$ cat src/rtl/mem_arb_pkg.sv
// Shared types and constants for the SRAM arbiter and its wait-state timer.
package mem_arb_pkg;

   typedef enum logic [1:0] {
      IDLE   = 2'd0,
      ACCESS = 2'd1,
      DONE   = 2'd2
   } arb_state_t;

   // Grant encoding: which requester owns the current access
   localparam logic GNT_IF  = 1'b0;
   localparam logic GNT_MEM = 1'b1;

   localparam int DEF_ADDR_W      = 16;
   localparam int DEF_WAIT_CYCLES = 2;

   // Counter width able to hold n (at least one bit so n = 0 still elaborates)
   function automatic int cnt_width(input int n);
      return (n > 0) ? $clog2(n + 1) : 1;
   endfunction

endpackage

$ cat src/rtl/sram_wait_timer.sv
// Wait-state down-counter: loaded with WAIT_CYCLES on start, flags the last
// access cycle once it has counted down to zero.
module sram_wait_timer
   import mem_arb_pkg::*;
#(
   parameter int WAIT_CYCLES = DEF_WAIT_CYCLES
) (
   input  logic clk,
   input  logic rst,
   input  logic start,
   output logic last_cycle
);

   localparam int CW = cnt_width(WAIT_CYCLES);

   logic [CW-1:0] cnt;

   // Load on start, then count down and park at zero
   always_ff @(posedge clk or negedge rst) begin
      if (!rst)
         cnt <= '0;
      else if (start)
         cnt <= CW'(WAIT_CYCLES);
      else if (cnt != '0)
         cnt <= cnt - 1'b1;
   end

   assign last_cycle = (cnt == '0);

endmodule

$ cat src/rtl/sram_mem_arbiter.sv
// Two-port arbiter in front of one single-port SRAM: instruction fetch
// (read-only) and memory stage (read/write). Each access runs WAIT_CYCLES+1
// SRAM cycles followed by a one-cycle ready pulse to the granted port.
// Optional feature: define ARB_ROUND_ROBIN_EN to alternate grants on
// simultaneous requests; otherwise the memory stage always wins.
module sram_mem_arbiter
   import mem_arb_pkg::*;
#(
   parameter int ADDR_W      = DEF_ADDR_W,
   parameter int WAIT_CYCLES = DEF_WAIT_CYCLES
) (
   input  logic              clk,
   input  logic              rst,
   input  logic              if_req,
   input  logic [31:0]       if_addr,
   output logic [31:0]       if_rdata,
   output logic              if_ready,
   input  logic              mem_req,
   input  logic              mem_we,
   input  logic [31:0]       mem_addr,
   input  logic [31:0]       mem_wdata,
   output logic [31:0]       mem_rdata,
   output logic              mem_ready,
   output logic [ADDR_W-1:0] sram_addr,
   output logic [31:0]       sram_wdata,
   input  logic [31:0]       sram_rdata,
   output logic              sram_ce_n,
   output logic              sram_we_n,
   output logic              sram_oe_n,
   output logic              busy
);

   arb_state_t        state, state_nxt;
   logic              grant_nxt;
   logic              gnt;
   logic              we_q;
   logic [ADDR_W-1:0] addr_q;
   logic [31:0]       wdata_q;
   logic              start;
   logic              last_cycle;
   logic              any_req;

   // Byte-lane bits and bits above the SRAM depth are don't-cares
   logic unused_addr_bits;
   assign unused_addr_bits = ^{if_addr[31:ADDR_W+2], if_addr[1:0],
                               mem_addr[31:ADDR_W+2], mem_addr[1:0]};

   assign any_req = if_req | mem_req;

`ifdef ARB_ROUND_ROBIN_EN
   logic last_grant;

   // Simultaneous requests go to whoever did not get the previous grant
   always_comb begin
      grant_nxt = mem_req ? GNT_MEM : GNT_IF;
      if (if_req && mem_req)
         grant_nxt = ~last_grant;
   end

   // Remember the most recent grant
   always_ff @(posedge clk or negedge rst) begin
      if (!rst)
         last_grant <= GNT_IF;
      else if (state == IDLE && any_req)
         last_grant <= grant_nxt;
   end
`else
   // Fixed priority: the memory stage wins, fetch waits
   always_comb begin
      grant_nxt = mem_req ? GNT_MEM : GNT_IF;
   end
`endif

   sram_wait_timer #(
      .WAIT_CYCLES (WAIT_CYCLES)
   ) u_timer (
      .clk        (clk),
      .rst        (rst),
      .start      (start),
      .last_cycle (last_cycle)
   );

   // State register
   always_ff @(posedge clk or negedge rst) begin
      if (!rst)
         state <= IDLE;
      else
         state <= state_nxt;
   end

   // Next-state logic; the timer is armed on the grant edge
   always_comb begin
      state_nxt = state;
      start     = 1'b0;
      case (state)
         IDLE: begin
            if (any_req) begin
               state_nxt = ACCESS;
               start     = 1'b1;
            end
         end
         ACCESS: begin
            if (last_cycle)
               state_nxt = DONE;
         end
         DONE:    state_nxt = IDLE;
         default: state_nxt = IDLE;
      endcase
   end

   // Capture the granted request so the SRAM sees stable values all access long
   always_ff @(posedge clk or negedge rst) begin
      if (!rst) begin
         gnt     <= GNT_IF;
         we_q    <= 1'b0;
         addr_q  <= '0;
         wdata_q <= '0;
      end else if (state == IDLE && any_req) begin
         gnt <= grant_nxt;
         if (grant_nxt == GNT_MEM) begin
            addr_q  <= mem_addr[ADDR_W+1:2];
            we_q    <= mem_we;
            wdata_q <= mem_wdata;
         end else begin
            addr_q  <= if_addr[ADDR_W+1:2];
            we_q    <= 1'b0;
         end
      end
   end

   // Read data lands in the granted port on the final access cycle and holds
   always_ff @(posedge clk or negedge rst) begin
      if (!rst) begin
         if_rdata  <= '0;
         mem_rdata <= '0;
      end else if (state == ACCESS && last_cycle && !we_q) begin
         if (gnt == GNT_MEM)
            mem_rdata <= sram_rdata;
         else
            if_rdata  <= sram_rdata;
      end
   end

   // Strobes decode straight from state so an async reset drops them at once
   assign sram_ce_n  = (state != ACCESS);
   assign sram_we_n  = !((state == ACCESS) && we_q);
   assign sram_oe_n  = !((state == ACCESS) && !we_q);
   assign sram_addr  = addr_q;
   assign sram_wdata = wdata_q;

   assign if_ready  = (state == DONE) && (gnt == GNT_IF);
   assign mem_ready = (state == DONE) && (gnt == GNT_MEM);
   assign busy      = (state != IDLE);

endmodule

$ cat config.mk
export PLATFORM = sky130hd
export DESIGN_NAME = sram_mem_arbiter
export DESIGN_NICKNAME = d
export VERILOG_FILES = /design/src/rtl/mem_arb_pkg.sv /design/src/rtl/sram_wait_timer.sv /design/src/rtl/sram_mem_arbiter.sv
export SDC_FILE = /design/constraint.sdc
export NUM_CORES = 1
export LEC_CHECK = 0
export CAP_MARGIN = 20
export CORE_MARGIN = 10
export CORE_UTILIZATION = 52
export CTS_CLUSTER_DIAMETER = 150
export CTS_CLUSTER_SIZE = 10
export DETAILED_ROUTE_END_ITERATION = 6
export DONT_BUFFER_PORTS = 1
export PLACE_DENSITY = 0.71
export SLEW_MARGIN = 20
export SYNTH_ARGS = -nofsm -noshare
export SYNTH_HDL_FRONTEND = slang
export SYNTH_SLANG_ARGS = --single-unit
$ cat constraint.sdc
create_clock -name clk -period 4.3 [get_ports clk]
set_input_delay 0.86 -clock clk [delete_from_list [all_inputs] [get_ports clk]]
set_output_delay 0.86 -clock clk [all_outputs]
set_load 0.005 [all_outputs]
==> impl_metrics.xml <==
<?xml version="1.0" encoding="UTF-8"?>
<metrics>
  <group name="status">
    <metric name="outcome" unit="">finished clean</metric>
  </group>
  <group name="global_route">
    <metric name="track_usage" unit="">0.163</metric>
    <metric name="grt_start_max_net_pins" unit="">119</metric>
    <metric name="global_route_wire_length_before_repair" unit="mm">16.3</metric>
    <metric name="vias_in_the_first_global_route" unit="">2682</metric>
    <metric name="grt_overflow" unit="">0</metric>
    <metric name="initial_antenna_violation_count" unit="">0</metric>
  </group>
  <group name="clocking">
    <metric name="cts_resized" unit="">0</metric>
    <metric name="cts_made_buffers" unit="">17</metric>
    <metric name="cts.clk_slew.worst_paths" unit="ns">0.06</metric>
    <metric name="cts.repair_timing.setup_buffer_count" unit="">0</metric>
    <metric name="clk_root_buffer_cell" unit="">clkbuf_8</metric>
    <metric name="clkSinkCount" unit="">118</metric>
    <metric name="clock_latency" unit="ns">0.49</metric>
    <metric name="htree_levels" unit="">4</metric>
    <metric name="cts_hold_buffers" unit="">0</metric>
    <metric name="clockBufferDepth" unit="">2</metric>
    <metric name="cts_tree" unit="">yes</metric>
  </group>
  <group name="sta">
    <metric name="period_minus_slack" unit="ns">2.18</metric>
    <metric name="clock_skew" unit="ns">0.00818</metric>
    <metric name="slew_viol_final" unit="">0</metric>
    <metric name="worstMarginPinSlew" unit="ns">0.921</metric>
    <metric name="clock.fmax" unit="GHz">0.459</metric>
    <metric name="fin_tns_setup" unit="ns">0</metric>
    <metric name="setup_violations" unit="">0</metric>
    <metric name="period_share" unit="">0.507</metric>
    <metric name="rsz0062_at_grt" unit="">no</metric>
    <metric name="timing.slew.headroom" unit="">0.386</metric>
    <metric name="hold_violations" unit="">0</metric>
  </group>
  <group name="critical_path">
    <metric name="critical_path_peak_fanout" unit="">5</metric>
    <metric name="cp_buf_inv_count" unit="">0</metric>
    <metric name="critical_path.top_delay_family" unit="">flip-flops</metric>
    <metric name="terminus_of_the_critical_flop_to_flop_path" unit="">if_rdata[9]</metric>
    <metric name="critPathRequiredTime" unit="ns">3.44</metric>
    <metric name="sequence_of_cells_on_the_critical_path" unit="">nor3b_1</metric>
    <metric name="critical_path_class" unit="">flop to output port</metric>
    <metric name="reg2reg_depth" unit="">5</metric>
    <metric name="cp_max_stage_cell" unit="">dfrtp_1</metric>
    <metric name="sort_of_element_at_the_start_of_the_critical_path" unit="">flop</metric>
    <metric name="crit_path_end_kind" unit="">output port</metric>
    <metric name="crit-reg2reg-launch" unit="">state[1]</metric>
    <metric name="max_stage_delay" unit="ns">0.45</metric>
    <metric name="reg2reg_slack" unit="ns">2.34</metric>
    <metric name="timing.critical_path.arrival" unit="ns">1.32</metric>
  </group>
  <group name="layout">
    <metric name="drive_gt1_frac" unit="">0.544</metric>
    <metric name="flow.area_growth_from_synthesis" unit="%">14.3</metric>
    <metric name="layout_commonest_cell" unit="">mux2_2</metric>
    <metric name="antennaDiodeCount" unit="">0</metric>
    <metric name="final_net_count" unit="">426</metric>
    <metric name="post-route-util" unit="">0.609</metric>
    <metric name="mostFrequentLayoutCells" unit="">128 x mux2_2, 118 x dfrtp_1, 16 x clkbuf_16</metric>
    <metric name="cell_count_final_fillers_out" unit="">413</metric>
  </group>
  <group name="detailed_routing">
    <metric name="route.detailed.drc" unit="">0</metric>
    <metric name="drt-pass1-iter-count" unit="">3</metric>
    <metric name="routed_via_density" unit="">5.76</metric>
    <metric name="route.antenna.remaining_nets" unit="">0</metric>
    <metric name="detail_route.iter0.violations" unit="">108</metric>
    <metric name="dr_total_vias" unit="">2377</metric>
    <metric name="wire_per_inst" unit="um">26.1</metric>
    <metric name="detail_route.wirelength" unit="mm">10.8</metric>
  </group>
  <group name="place">
    <metric name="numPortBuffers" unit="">0</metric>
    <metric name="dp_cells" unit="">381</metric>
    <metric name="dp_wirelength" unit="mm">7.96</metric>
    <metric name="globalplace.congestion" unit="">0.705</metric>
  </group>
  <group name="floorplan">
    <metric name="die_h" unit="um">115</metric>
    <metric name="fp.dieArea" unit="um^2">13100</metric>
    <metric name="core_area" unit="um^2">8720</metric>
    <metric name="num_rows" unit="">34</metric>
    <metric name="io_pins" unit="">251</metric>
    <metric name="die_width" unit="um">115</metric>
    <metric name="initial_utilization" unit="">0.533</metric>
  </group>
  <group name="logic_synthesis">
    <metric name="ys_seq_elements" unit="">118</metric>
    <metric name="netlist-cell-type-count" unit="">22</metric>
    <metric name="syn_area" unit="um^2">4650</metric>
    <metric name="postSynthNetCount" unit="">418</metric>
    <metric name="yosysWarnings" unit="">0</metric>
    <metric name="synth_seq_area_share" unit="">0.635</metric>
    <metric name="synth_cells" unit="">284</metric>
    <metric name="synth_area_per_cell" unit="um^2">16.4</metric>
  </group>
  <group name="pwr">
    <metric name="power.ir.vdd_worst" unit="uV">428</metric>
    <metric name="areal_power_density_over_the_cells" unit="nW/um^2">850</metric>
    <metric name="power_leakage" unit="uW">0.00227</metric>
  </group>
  <group name="job">
    <metric name="maxCapViolations" unit="">0</metric>
  </group>
  <group name="hold_path">
    <metric name="hold_path.class" unit="">input port to async pin</metric>
  </group>
</metrics>
-- flip-flops by register name, summed over array words and instances, names as in the netlist --
register	count
mem_rdata	32
u_timer.cnt	2
we_q	1
sram_addr	16
gnt	1
sram_wdata	32
if_rdata	32
state	2
-- final cells by class --
cell class | instances | area, um^2
fillers | 704 | 3410
flip-flops and latches | 118 | 2950
clock buffers | 19 | 432
well taps | 108 | 135
clock inverters | 13 | 156
multi-input cells | 148 | 1600
repair buffers | 3 | 22.5
inverters | 4 | 15.0
-- synth_stat cells --
| library cell | number | area, um^2 |
|---|---|---|
| and2b_2 | 1 | 8.76 |
| nor3b_1 | 1 | 7.51 |
| nand4b_1 | 1 | 8.76 |
| mux2_1 | 1 | 11.3 |
| ha_1 | 1 | 12.5 |
| a21o_1 | 1 | 7.51 |
| o21ai_0 | 2 | 10.0 |
| and3b_1 | 1 | 8.76 |
| nand2_1 | 3 | 11.3 |
| buf_2 | 9 | 45.0 |
| a22o_1 | 1 | 8.76 |
| dfrtp_1 | 118 | 2950 |
| xnor2_1 | 1 | 8.76 |
| buf_6 | 3 | 33.8 |
| inv_1 | 3 | 11.3 |
| nor2_1 | 1 | 3.75 |
| nand2b_1 | 1 | 6.26 |
| nor4b_4 | 1 | 23.8 |
| and2_1 | 3 | 18.8 |
| clkbuf_1 | 2 | 7.51 |
| inv_2 | 1 | 3.75 |
| mux2_2 | 128 | 1440 |
-- worst max path at each step --
stage               startpoint       endpoint  slack (ns)  depth (start not counted)
global route               gnt       if_ready        1.99                          1
floorplan              mem_req  sram_addr[10]        2.19                          4
finish                     gnt       if_ready        2.12                          1
detailed placement     mem_req   sram_addr[3]        2.15                          2
global placement       mem_req  sram_addr[15]        2.13                          2
CTS                        gnt       if_ready        2.07                          1
-- power breakdown --
group	internal, uW	total [uW]	switching [uW]
sequential	1690	2200	504
combinational	604	942	339
clock	894	1380	484
-- kinds of logic (layout without fill, tap and decap cells) --
kind of cell	Yosys count	after routing	synth area share
compound gates	4	4	0.00565
xor+xnor	1	1	0.00188
fa+ha+maj	1	1	0.00269
buf+inv	18	39	0.0218
flops	118	118	0.635
mux	129	129	0.312
simple gates	13	13	0.0210
-- routing by layer --
layer  global-route usage  vias up  share of wire
met5                    0        -              0
met4               0.0476        0         0.0053
met3                0.112        4           0.14
met2                0.280      121           0.54
met1                0.152     1234           0.32
li1                     -     1018              -
-- stage by stage --
| stage | hold slack [ns] | area [um^2] | setup WS [ns] | total power (uW) |
|---|---|---|---|---|
| CTS | 0.0270 | 5320 | 2.07 | 4600 |
| floorplan | 0.483 | 4650 | 2.19 | 2870 |
| detailed placement | 0.535 | 4730 | 2.15 | 3200 |
| global route | 0.0182 | 5320 | 1.99 | 4790 |
| global placement | 0.530 | 4730 | 2.13 | 3130 |
| finish | 0.0595 | 5320 | 2.12 | 4520 |
(Power assumes the default switching activity.)
